## config.mk

```make
export PLATFORM = sky130hd
export DESIGN_NAME = mux_rr_arb
export DESIGN_NICKNAME = d
export VERILOG_FILES = /design/src/rtl/mux_pkg.sv /design/src/rtl/rr_pick.sv /design/src/rtl/mux_rr_arb.sv
export SDC_FILE = /design/constraint.sdc
export NUM_CORES = 1
export LEC_CHECK = 0
export BUFFER_PORTS_ARGS = -buffer_cell sky130_fd_sc_hd__buf_4
export CORE_MARGIN = 5
export CORE_UTILIZATION = 42
export CTS_CLUSTER_DIAMETER = 120
export CTS_CLUSTER_SIZE = 24
export DETAILED_ROUTE_END_ITERATION = 16
export PLACE_DENSITY = 0.79
export SETUP_SLACK_MARGIN = 0.5
export SLEW_MARGIN = 30
export SYNTH_ARGS = -nofsm -noshare
export SYNTH_HDL_FRONTEND = slang
export SYNTH_SLANG_ARGS = --single-unit
```

## constraint.sdc

```tcl
create_clock -name clk -period 1.95 [get_ports clk]
set_input_delay 0.195 -clock clk [delete_from_list [all_inputs] [get_ports clk]]
set_output_delay 0.195 -clock clk [all_outputs]
set_load 0.03 [all_outputs]
```

## src/rtl/mux_pkg.sv

```systemverilog
// Shared definitions for the round-robin multiplexer family: channel limits,
// index-width helper and the channel-index type.
package mux_pkg;

    localparam int MUX_MAX_CH = 16;

    // Width of a channel index; never less than one bit so N=1 still has a port.
    function automatic int idx_width(input int n);
        int w;
        w = $clog2(n);
        return (w < 1) ? 1 : w;
    endfunction

    typedef logic [$clog2(MUX_MAX_CH)-1:0] ch_idx_t;

endpackage

```

## src/rtl/rr_pick.sv

```systemverilog
// Combinational round-robin picker: first set request at or after ptr, with
// wrap modulo N. Reusable by any arbiter that keeps its own pointer.
module rr_pick #(
    parameter int N     = 4,
    parameter int SEL_W = 2
) (
    input  logic [N-1:0]     req,
    input  logic [SEL_W-1:0] ptr,
    output logic [SEL_W-1:0] win,
    output logic             found
);

    int idx;

    // Scan from the farthest candidate back toward ptr so the nearest one wins.
    always_comb begin
        win   = '0;
        found = 1'b0;
        idx   = 0;
        for (int k = N - 1; k >= 0; k--) begin
            idx = int'(ptr) + k;
            if (idx >= N) begin
                idx = idx - N;
            end
            if (req[idx]) begin
                win   = SEL_W'(idx);
                found = 1'b1;
            end
        end
    end

endmodule

```

## src/rtl/mux_rr_arb.sv

```systemverilog
// N-channel round-robin multiplexer with valid/ready inputs and a one-entry
// registered output. Per-channel grant counters exist with MUX_RR_ARB_GRANT_CNT_EN.
module mux_rr_arb
    import mux_pkg::*;
#(
    parameter int N_CH  = 4,
    parameter int W     = 8,
    parameter int SEL_W = idx_width(N_CH),
    parameter int CNT_W = 16
) (
    input  logic                  clk,
    input  logic                  rst,
    input  logic [N_CH-1:0]       in_valid,
    input  logic [N_CH*W-1:0]     in_data,
    output logic [N_CH-1:0]       in_ready,
    output logic                  out_valid,
    output logic [W-1:0]          out_data,
    output logic [SEL_W-1:0]      out_sel,
    input  logic                  out_ready
`ifdef MUX_RR_ARB_GRANT_CNT_EN
    ,
    output logic [N_CH*CNT_W-1:0] grant_cnt
`endif
);

    generate
        if (N_CH < 1 || N_CH > MUX_MAX_CH || W < 1 || CNT_W < 1) begin : g_bad_cfg
            $error("mux_rr_arb: unsupported parameter set");
        end
    endgenerate

    logic [SEL_W-1:0] ptr_reg;
    logic [SEL_W-1:0] ptr_next;
    logic [SEL_W-1:0] win;
    logic             found;
    logic             load;
    logic             out_valid_reg;
    logic [W-1:0]     out_data_reg;
    logic [SEL_W-1:0] out_sel_reg;

    rr_pick #(
        .N     (N_CH),
        .SEL_W (SEL_W)
    ) u_pick (
        .req   (in_valid),
        .ptr   (ptr_reg),
        .win   (win),
        .found (found)
    );

    // rst gating keeps producers from seeing a grant that the reset will discard.
    assign load = found && (!out_valid_reg || out_ready) && !rst;

    always_comb begin
        in_ready = '0;
        if (load) begin
            in_ready[win] = 1'b1;
        end
    end

    // Explicit wrap so a non-power-of-2 channel count never reaches N_CH.
    assign ptr_next = (int'(win) == N_CH - 1) ? '0 : win + 1'b1;

    always_ff @(posedge clk or posedge rst) begin
        if (rst) begin
            out_valid_reg <= 1'b0;
            out_data_reg  <= '0;
            out_sel_reg   <= '0;
            ptr_reg       <= '0;
        end else if (load) begin
            out_valid_reg <= 1'b1;
            out_data_reg  <= in_data[int'(win)*W +: W];
            out_sel_reg   <= win;
            ptr_reg       <= ptr_next;
        end else if (out_valid_reg && out_ready) begin
            out_valid_reg <= 1'b0;
        end
    end

    assign out_valid = out_valid_reg;
    assign out_data  = out_data_reg;
    assign out_sel   = out_sel_reg;

`ifdef MUX_RR_ARB_GRANT_CNT_EN
    generate
        for (genvar gi = 0; gi < N_CH; gi++) begin : g_cnt
            logic [CNT_W-1:0] cnt_reg;

            // Saturating: a stuck count is more useful to a debugger than a wrapped one.
            always_ff @(posedge clk or posedge rst) begin
                if (rst) begin
                    cnt_reg <= '0;
                end else if (load && win == SEL_W'(gi) && cnt_reg != {CNT_W{1'b1}}) begin
                    cnt_reg <= cnt_reg + 1'b1;
                end
            end

            assign grant_cnt[gi*CNT_W +: CNT_W] = cnt_reg;
        end
    endgenerate
`endif

endmodule
```

==> results.md, run 1 <==
* Reg-to-reg endpoint: out_data[6]
* Crit path max fanout at 5
* Hold Slack at 0.162 ns
* First-pass DRT Iterations at 4
* Syn Inst Count at 99
* CTS Buf Count at 3
* Critical Path RT at 1.75 ns
* Power Density at 1040 nW/um2
* # setup viols final at 0
* Worst Tran Pin Value at 0.506 ns
* Area leader, netlist: dfrtp_1
* Core ar. at 1960 um2
* Max Cap Violations at 0
* Fin Setup TNS at 0 ns
* I/O pin cnt at 54
* Crit end category: output pin
* Initial core utilization at 0.441
* Vias at 1050
* CTS H-tree depth at 1
* Most common cell after layout, fill and taps aside: buf_4
* Clock Sinks at 13
* Worst r2r src: ptr_reg[1]
* CTS tree: yes
* GPL Wtd Cong at 0.714
* Outcome: completed
* Max Fclk at 0.525 GHz
* Most frequent cells in the layout: buf_4 (62), nand2_1 (21), dfrtp_1 (12)
* Number of synthesized flops with an enable pin at 0
* Layout area overhead at 87.7%
* RSZ-0062 raised after global routing: yes
* Top-area cell type share of the netlist area at 0.376
* Sequential fraction of the synthesis area at 0.376
* Mean Syn Cell Area at 8.73 um2
* Initial antenna violation count at 0
* Largest net degree at the start of global routing at 14
* Max VDD drop at 718 uV
* Pleak at 0.000736 uW
* Residual DRC at 0
* WS Path Type: reg -> out
* Worst-path cell chain: or3b_4, o221ai_4, inv_6, ha_4, and2_4, buf_6
* Max Buffers Root-to-Sink at 2
* Primary FF master, synth: dfrtp_1
* Max reg flops at 8
* Syn nets at 139
* Fin area at 1620 um2
* Chip height at 55.4 um
* Post-synth cell types at 30
* Port Buf Inserts at 53
* DP Area at 1360 um2
* Post-DP HPWL at 2.06 mm
* Synth Register Bits at 13
* Final wirelength at 3.12 mm
* Clock Skew at 0.00181 ns
* Tot Pwr at 1690 uW
* Clock group share of total power at 0.102
* R2R depth at 7
* Flop pwr share at 0.260
* Share of flip-flops with an asynchronous set or reset at 1.00
* Final period util at 0.976
* Worst setup SP type: flop
* First-pass GRT wire length at 4.95 mm
* Vias/cell at 5.41
* Fin. max-slew vios at 0
* Switching share of power at 0.433
* Pint at 960 uW
* Crit path time final at 1.90 ns
* Worst skew pair latency at 0.28 ns
* Antenna Violating Nets Remaining at 0
* N_diodes at 0
* Floorplan row count at 16
* Min-delay worst type: in -> reg
* Final net count at 208
* Clk root buf: clkbuf_4
* Reg clk slew, reported paths at 0.08 ns
* Gr usage total at 0.195
* Mapped Area at 865 um2
* CP max stage delay at 0.45 ns
* Die W at 55.4 um
* Gate power share at 0.639
* Critical Path Start: ptr_reg[1]
* Yosys Warn Count at 0
* Grt total ovfl at 0
* Relative slew margins at 0.662
* Switching pwr at 732 uW
* Critical Path End: in_ready[3]
* Fill count at 119
* Slowest cell on crit path: dfrtp_2
* Final hold viol count at 0
* Worst EP arrival at 1.71 ns
* Main area contributors after synthesis: dfrtp_1 (38%), nand2_1 (9.6%), a311oi_1 (7.1%), a2111oi_0 (5.1%), and2_0 (4.3%)
* DR iter-0 viols at 13
* Wire per inst at 16.1 um
* Vias in the first global route at 1066
* Share of layout cells above drive strength 1 at 0.575
* Die area at 3070 um2
* Worst reg-to-reg setup slack at 0.07 ns
power by group through the flow:
stage | registers, uW | clock network (uW) | logic [uW]
2_1_floorplan | 586 | 0 | 371
3_3_place_gp | 432 | 0 | 791
3_5_place_dp | 433 | 0 | 807
4_1_cts | 431 | 176 | 1010
5_1_grt | 449 | 188 | 1140
6_report | 439 | 172 | 1080
layer usage:
| metal | up-vias | track usage | wire length [um] |
|---|---|---|---|
| li1 | 498 | - | - |
| met3 | 6 | 0.0490 | 220 |
| met4 | 0 | 0.0521 | 61 |
| met5 | - | 0 | 0 |
| met2 | 47 | 0.321 | 1500 |
| met1 | 499 | 0.253 | 1340 |
worst min-delay path by stage:
stage          cells past startpoint          end  slack [ns]         from
6_report                           2    out_valid        0.16          rst
5_1_grt                            3  out_data[0]        0.17  in_data[16]
4_1_cts                            2    out_valid        0.15          rst
3_5_place_dp                       2   out_sel[0]        0.29          rst
3_3_place_gp                       2    out_valid        0.28          rst
2_1_floorplan                      1  out_data[0]        0.07          rst
synthesized netlist by cell type (2+ instances only):
library cell / number
nand2_1: 22
and2_1: 3
mux2i_1: 2
a21oi_1: 2
o21ai_0: 2
buf_2: 5
o211ai_1: 3
and2_0: 6
dfrtp_1: 13
a2111oi_0: 5
inv_1: 3
a311oi_1: 7
nor2_1: 9
kinds of logic (layout without fill, tap and decap cells):
group	Yosys count	in the layout	share of synthesized area
buffers and inverters	10	78	0.0535
muxes	3	3	0.0362
AOI/OAI and AO/OA	26	26	0.268
adders and majority gates	1	1	0.0145
DFF	13	13	0.376
and+or+nand+nor	46	46	0.252
per-stage QoR:
step / util / setup WS, ns / cells
detailed placement: 0.692 / 0.0270 / 179
global placement: 0.692 / 0.150 / 179
global route: 0.827 / -0.00556 / 194
CTS: 0.795 / 0.0203 / 192
floorplan: - / 0.320 / 99
finish: 0.827 / 0.0461 / 194
worst max-delay path: cells and delay by family, from the launching register on:
kind / cells / cell delay (ns)
compound gates: 1 / 0.11
fa+ha+maj: 1 / 0.16
buf+inv: 2 / 0.19
flops: 1 / 0.45
simple gates: 2 / 0.53
what timing repair did:
| item | 4_1_cts | 5_1_grt |
|---|---|---|
| buffers inserted | 7 | 2 |
| hold buffers | 1 | 0 |
| resized for setup | 24 | 9 |
| pin swaps | 1 | 6 |
| hold endpoints to repair | 13 | 0 |
| cloned | 1 | 0 |
| setup endpoints to repair | 16 | 16 |
cell type report:
class | count | area, um2 | area share
clock buffer | 4 | 26.3 | 0.0162
multi-input combinational | 76 | 633 | 0.390
sequential | 13 | 327 | 0.201
tap | 27 | 33.8 | 0.0208
timing repair buffer | 70 | 583 | 0.359
inverter | 4 | 20.0 | 0.0123
Power figures use the tool's default switching activity.
==> inputs of run 2 (changes only) <==
Settings changed: SETUP_SLACK_MARGIN 0.5 to 0.15.
==> results.md, run 2 (synthesis results as in run 1) <==
* First-pass GRT wire length at 5.24 mm
* Layout area overhead at 80.9%
* Residual DRC at 0
* Chip height at 55.4 um
* Post-CTS Hold Buffers at 0
* Initial antenna violation count at 0
* Max reg flops at 8
* Core ar. at 1960 um2
* Relative slew margins at 0.624
* Vias/cell at 5.54
* Max Cap Violations at 0
* Antenna Violating Nets Remaining at 0
* Most frequent cells in the layout: buf_4 (63), nand2_1 (22), dfrtp_1 (12)
* CTS Buf Count at 3
* Fin. max-slew vios at 0
* Setup WS pre-CTS at 0.102 ns
* I/O pin cnt at 54
* CTS H-tree depth at 1
* Worst Tran Pin Value at 0.563 ns
* Max Buffers Root-to-Sink at 2
* Clock group share of total power at 0.105
* Max Fclk at 0.512 GHz
* Reg clk slew, reported paths at 0.09 ns
* Outcome: complete, but fails checks
* N_diodes at 0
* Min-delay worst type: in -> async
* Crit end category: output pin
* First-pass DRT Iterations at 4
* Largest net degree at the start of global routing at 14
* Wire per inst at 16.7 um
* Final net count at 208
* Power Density at 1050 nW/um2
* Floorplan row count at 16
* # setup viols final at 1
* Fill count at 138
* Die area at 3070 um2
* GPL Wtd Cong at 0.760
* Placed insts at 178
* Max VDD drop at 736 uV
* Clock Sinks at 13
* Worst EP arrival at 1.76 ns
* Switching pwr at 715 uW
* Hold Slack at 0.00978 ns
* Port Buf Inserts at 53
* Die W at 55.4 um
* Share of layout cells above drive strength 1 at 0.563
* Pint at 926 uW
* Switching share of power at 0.436
* Crit path time final at 1.95 ns
* CTS tree: yes
* Gr usage total at 0.206
* Gate power share at 0.630
* Worst setup margin at -0.00435 ns
* Vias at 1074
* WS Path Type: reg -> out
* Clock Skew at 0.00149 ns
* Post-DP HPWL at 2.14 mm
* Vias in the first global route at 1155
* Worst skew pair latency at 0.27 ns
* Pleak at 0.000723 uW
* DR iter-0 viols at 26
* Violated checks: setup timing
* RSZ-0062 raised after global routing: yes
* Flop pwr share at 0.265
* Most common cell after layout, fill and taps aside: buf_4
* Grt total ovfl at 0
* Final wirelength at 3.23 mm
* Clk root buf: clkbuf_4
* Worst setup SP type: flop
* Initial core utilization at 0.441
* Final hold viol count at 0
* Critical Path RT at 1.75 ns
* Final period util at 1.00
* Crit path max fanout at 6
* Final cell count without fillers at 194
-- run 2: area by class of cell --
class | count | area (um2) | share of cell area
repair buffers | 70 | 556 | 0.355
inverters | 4 | 17.5 | 0.0112
multi-input cells | 76 | 604 | 0.386
well taps | 27 | 33.8 | 0.0216
clock buffers | 4 | 26.3 | 0.0168
flip-flops and latches | 13 | 327 | 0.209
-- run 2: critical path, stage by stage, from the launching register on --
cell,delay [ns]
dfrtp_2,0.46
or3b_4,0.42
o221ai_4,0.10
inv_4,0.09
buf_4,0.15
nor3_4,0.12
buf_6,0.16
-- run 2: per-stage QoR --
stage	power [uW]	TNS, ns	util	cell area (um2)
CTS	1530	0	0.751	1470
global placement	1180	0	0.669	1310
detailed placement	1200	0	0.669	1310
finish	1640	-0.00435	0.797	1560
floorplan	902	0	-	872
global route	1730	-0.458	0.797	1560
-- run 2: final timing paths --
path,start,to,slack (ns),cells past startpoint
min,rst,ptr_reg[0],0.01,2
max,ptr_reg[1],in_ready[0],-0.004,6
min in group clk,in_data[17],out_data[1],0.18,3
max reg2reg,ptr_reg[1],out_data[3],0.04,7
max in group asynchronous,rst,ptr_reg[1],1.54,2
min reg2reg,out_sel[0],out_sel[0],0.49,2
-- run 2: power groups by stage --
stage / Clock [uW] / Sequential [uW] / Combinational [uW]
after floorplan: 0 / 584 / 318
after global placement: 0 / 430 / 755
after detailed placement: 0 / 433 / 768
after CTS: 178 / 433 / 915
after global routing: 185 / 444 / 1110
final: 172 / 435 / 1030
-- run 2: timing repair --
item / CTS / global route
setup endpoints to repair: 11 / 12
endpoints found under the hold margin: 0 / 0
gates resized for setup: 21 / 15
gates cloned: 0 / 0
pin swaps: 3 / 6
setup buffers: 8 / 4
-- run 2: per-layer routing --
layer  vias to the layer above  GRT usage  wire (um)
met1                       519      0.252       1370
li1                        499          -          -
met2                        52      0.365       1630
met5                         -          0          0
met3                         4     0.0420        207
met4                         0     0.0556         23
==> inputs of run 3 (changes only) <==
Settings changed: HOLD_SLACK_MARGIN from default to 0.15.
==> results.md, run 3 (synthesis results as in run 1) <==
* Outcome: complete, but fails checks
* Violated checks: setup timing
* CTS tree: yes
* DR iter-0 viols at 20
* Core ar. at 1960 um2
* CP max stage delay at 0.46 ns
* Min-delay worst type: in -> reg
* Crit path max fanout at 6
* # setup viols final at 1
* Vias/cell at 5.38
* Worst skew pair latency at 0.28 ns
* Initial antenna violation count at 0
* CTS Buf Count at 3
* Layout Utilization at 0.802
* CP Buf/Inv Count at 3
* Critical Path RT at 1.75 ns
* Final hold viol count at 0
* Post-DP HPWL at 2.14 mm
* CTS H-tree depth at 1
* Crit end category: output pin
* Final net count at 209
* Worst Tran Pin Value at 0.563 ns
* Fill count at 138
* Most frequent cells in the layout: buf_4 (63), nand2_1 (22), dfrtp_1 (12)
* Largest net degree at the start of global routing at 14
* Clock Skew at 0.00181 ns
* Flop pwr share at 0.265
* Fin area at 1570 um2
* Multi-input logic area at 604 um2
* Gate power share at 0.628
* Clock group share of total power at 0.107
* Fin. max-slew vios at 0
* Gr usage total at 0.208
* Floorplan row count at 16
* Slowest cell on crit path: dfrtp_2
* Clk root buf: clkbuf_4
* Power Density at 1040 nW/um2
* Hold Slack at 0.171 ns
* Worst-path cell chain: or3b_4, o221ai_4, inv_4, buf_4, nor3_4, buf_6
* Worst setup margin at -0.00309 ns
* GPL Wtd Cong at 0.760
* Max Cap Violations at 0
* Share of layout cells above drive strength 1 at 0.560
* Max VDD drop at 739 uV
* Vias in the first global route at 1148
* Grt total ovfl at 0
* Pleak at 0.000727 uW
* Die W at 55.4 um
* Die area at 3070 um2
* Fin Setup TNS at -0.00309 ns
* First-pass GRT wire length at 5.29 mm
* Final wirelength at 3.23 mm
* Final period util at 1.00
* Wire per inst at 16.6 um
* Initial core utilization at 0.441
* Reg clk slew, reported paths at 0.09 ns
* First-pass DRT Iterations at 4
* Switching share of power at 0.436
* Register area at 327 um2
* Chip height at 55.4 um
* Vias at 1049
* Crit path time final at 1.95 ns
* Residual DRC at 0
* I/O pin cnt at 54
* Clock Sinks at 13
* Max Fclk at 0.512 GHz
* Max reg flops at 8
* Max Buffers Root-to-Sink at 2
* Layout area overhead at 82.1%
* Worst setup SP type: flop
* WS Path Type: reg -> out
* Antenna Violating Nets Remaining at 0
* Delay-heaviest family, CP: simple AND/OR/NAND/NOR gates
* RSZ-0062 raised after global routing: yes
* Switching pwr at 716 uW
* Most common cell after layout, fill and taps aside: buf_4
* Pint at 927 uW
* Worst EP arrival at 1.76 ns
* N_diodes at 0
* Port Buf Inserts at 53
* DP Area at 1310 um2
* Relative slew margins at 0.623
-- run 3: cell types whose count changed in the layout (fill, tap and decap cells not counted) --
cell	before	now
dlygate4sd3_1	0	1
-- run 3: routing by layer --
| metal | vias up | track usage | part of all wire |
|---|---|---|---|
| met5 | - | 0 | 0 |
| met2 | 41 | 0.367 | 0.50 |
| met3 | 2 | 0.0396 | 0.052 |
| li1 | 499 | - | - |
| met4 | 0 | 0.0556 | 0.0043 |
| met1 | 507 | 0.257 | 0.44 |
-- run 3: final timing paths --
path / start / to / slack [ns] / cells after the start
worst max-delay path: ptr_reg[1] / in_ready[0] / -0.003 / 6
worst min-delay path: rst / out_valid / 0.17 / 2
worst max register to register: ptr_reg[1] / out_data[3] / 0.04 / 7
worst min register to register: out_sel[0] / out_sel[0] / 0.49 / 2
max in group asynchronous: rst / ptr_reg[1] / 0.96 / 3
min in group asynchronous: rst / ptr_reg[0] / 0.59 / 3
-- run 3: power groups by stage --
stage	clock network, uW	registers, uW	logic [uW]
floorplan	0	584	318
global placement	0	430	755
detailed placement	0	433	768
CTS	178	433	916
global route	187	444	1110
finish	175	435	1030
-- run 3: per-stage QoR --
step                      instances  setup WS (ns)  power, uW
after CTS                       191         0.0327       1530
after global placement          178          0.142       1180
after floorplan                  99          0.128        902
after detailed placement        178          0.102       1200
after global routing            195        -0.0729       1740
final                           195       -0.00309       1640
-- run 3: what timing repair did --
action                                  CTS  global route
pin swaps                                 3             6
resized for setup                        21            15
buffers inserted                          8             4
hold buffers                              1             0
endpoints found under the setup margin   11            12
hold endpoints to repair                 13             0
-- run 3: final cells by class --
class / instances / share of cell area
Clock buffer: 4 / 0.0167
Inverter: 4 / 0.0111
Multi-Input combinational cell: 76 / 0.384
Sequential cell: 13 / 0.207
Tap cell: 27 / 0.0215
Timing Repair Buffer: 71 / 0.359
-- run 3: worst register-to-register path, stage by stage, from the launching register on --
cell and delay (ns):
dfrtp_2 0.46, or3b_4 0.42, o221ai_4 0.10, inv_4 0.09
buf_6 0.13, and2_1 0.17, a2111oi_2 0.31, a311oi_1 0.10
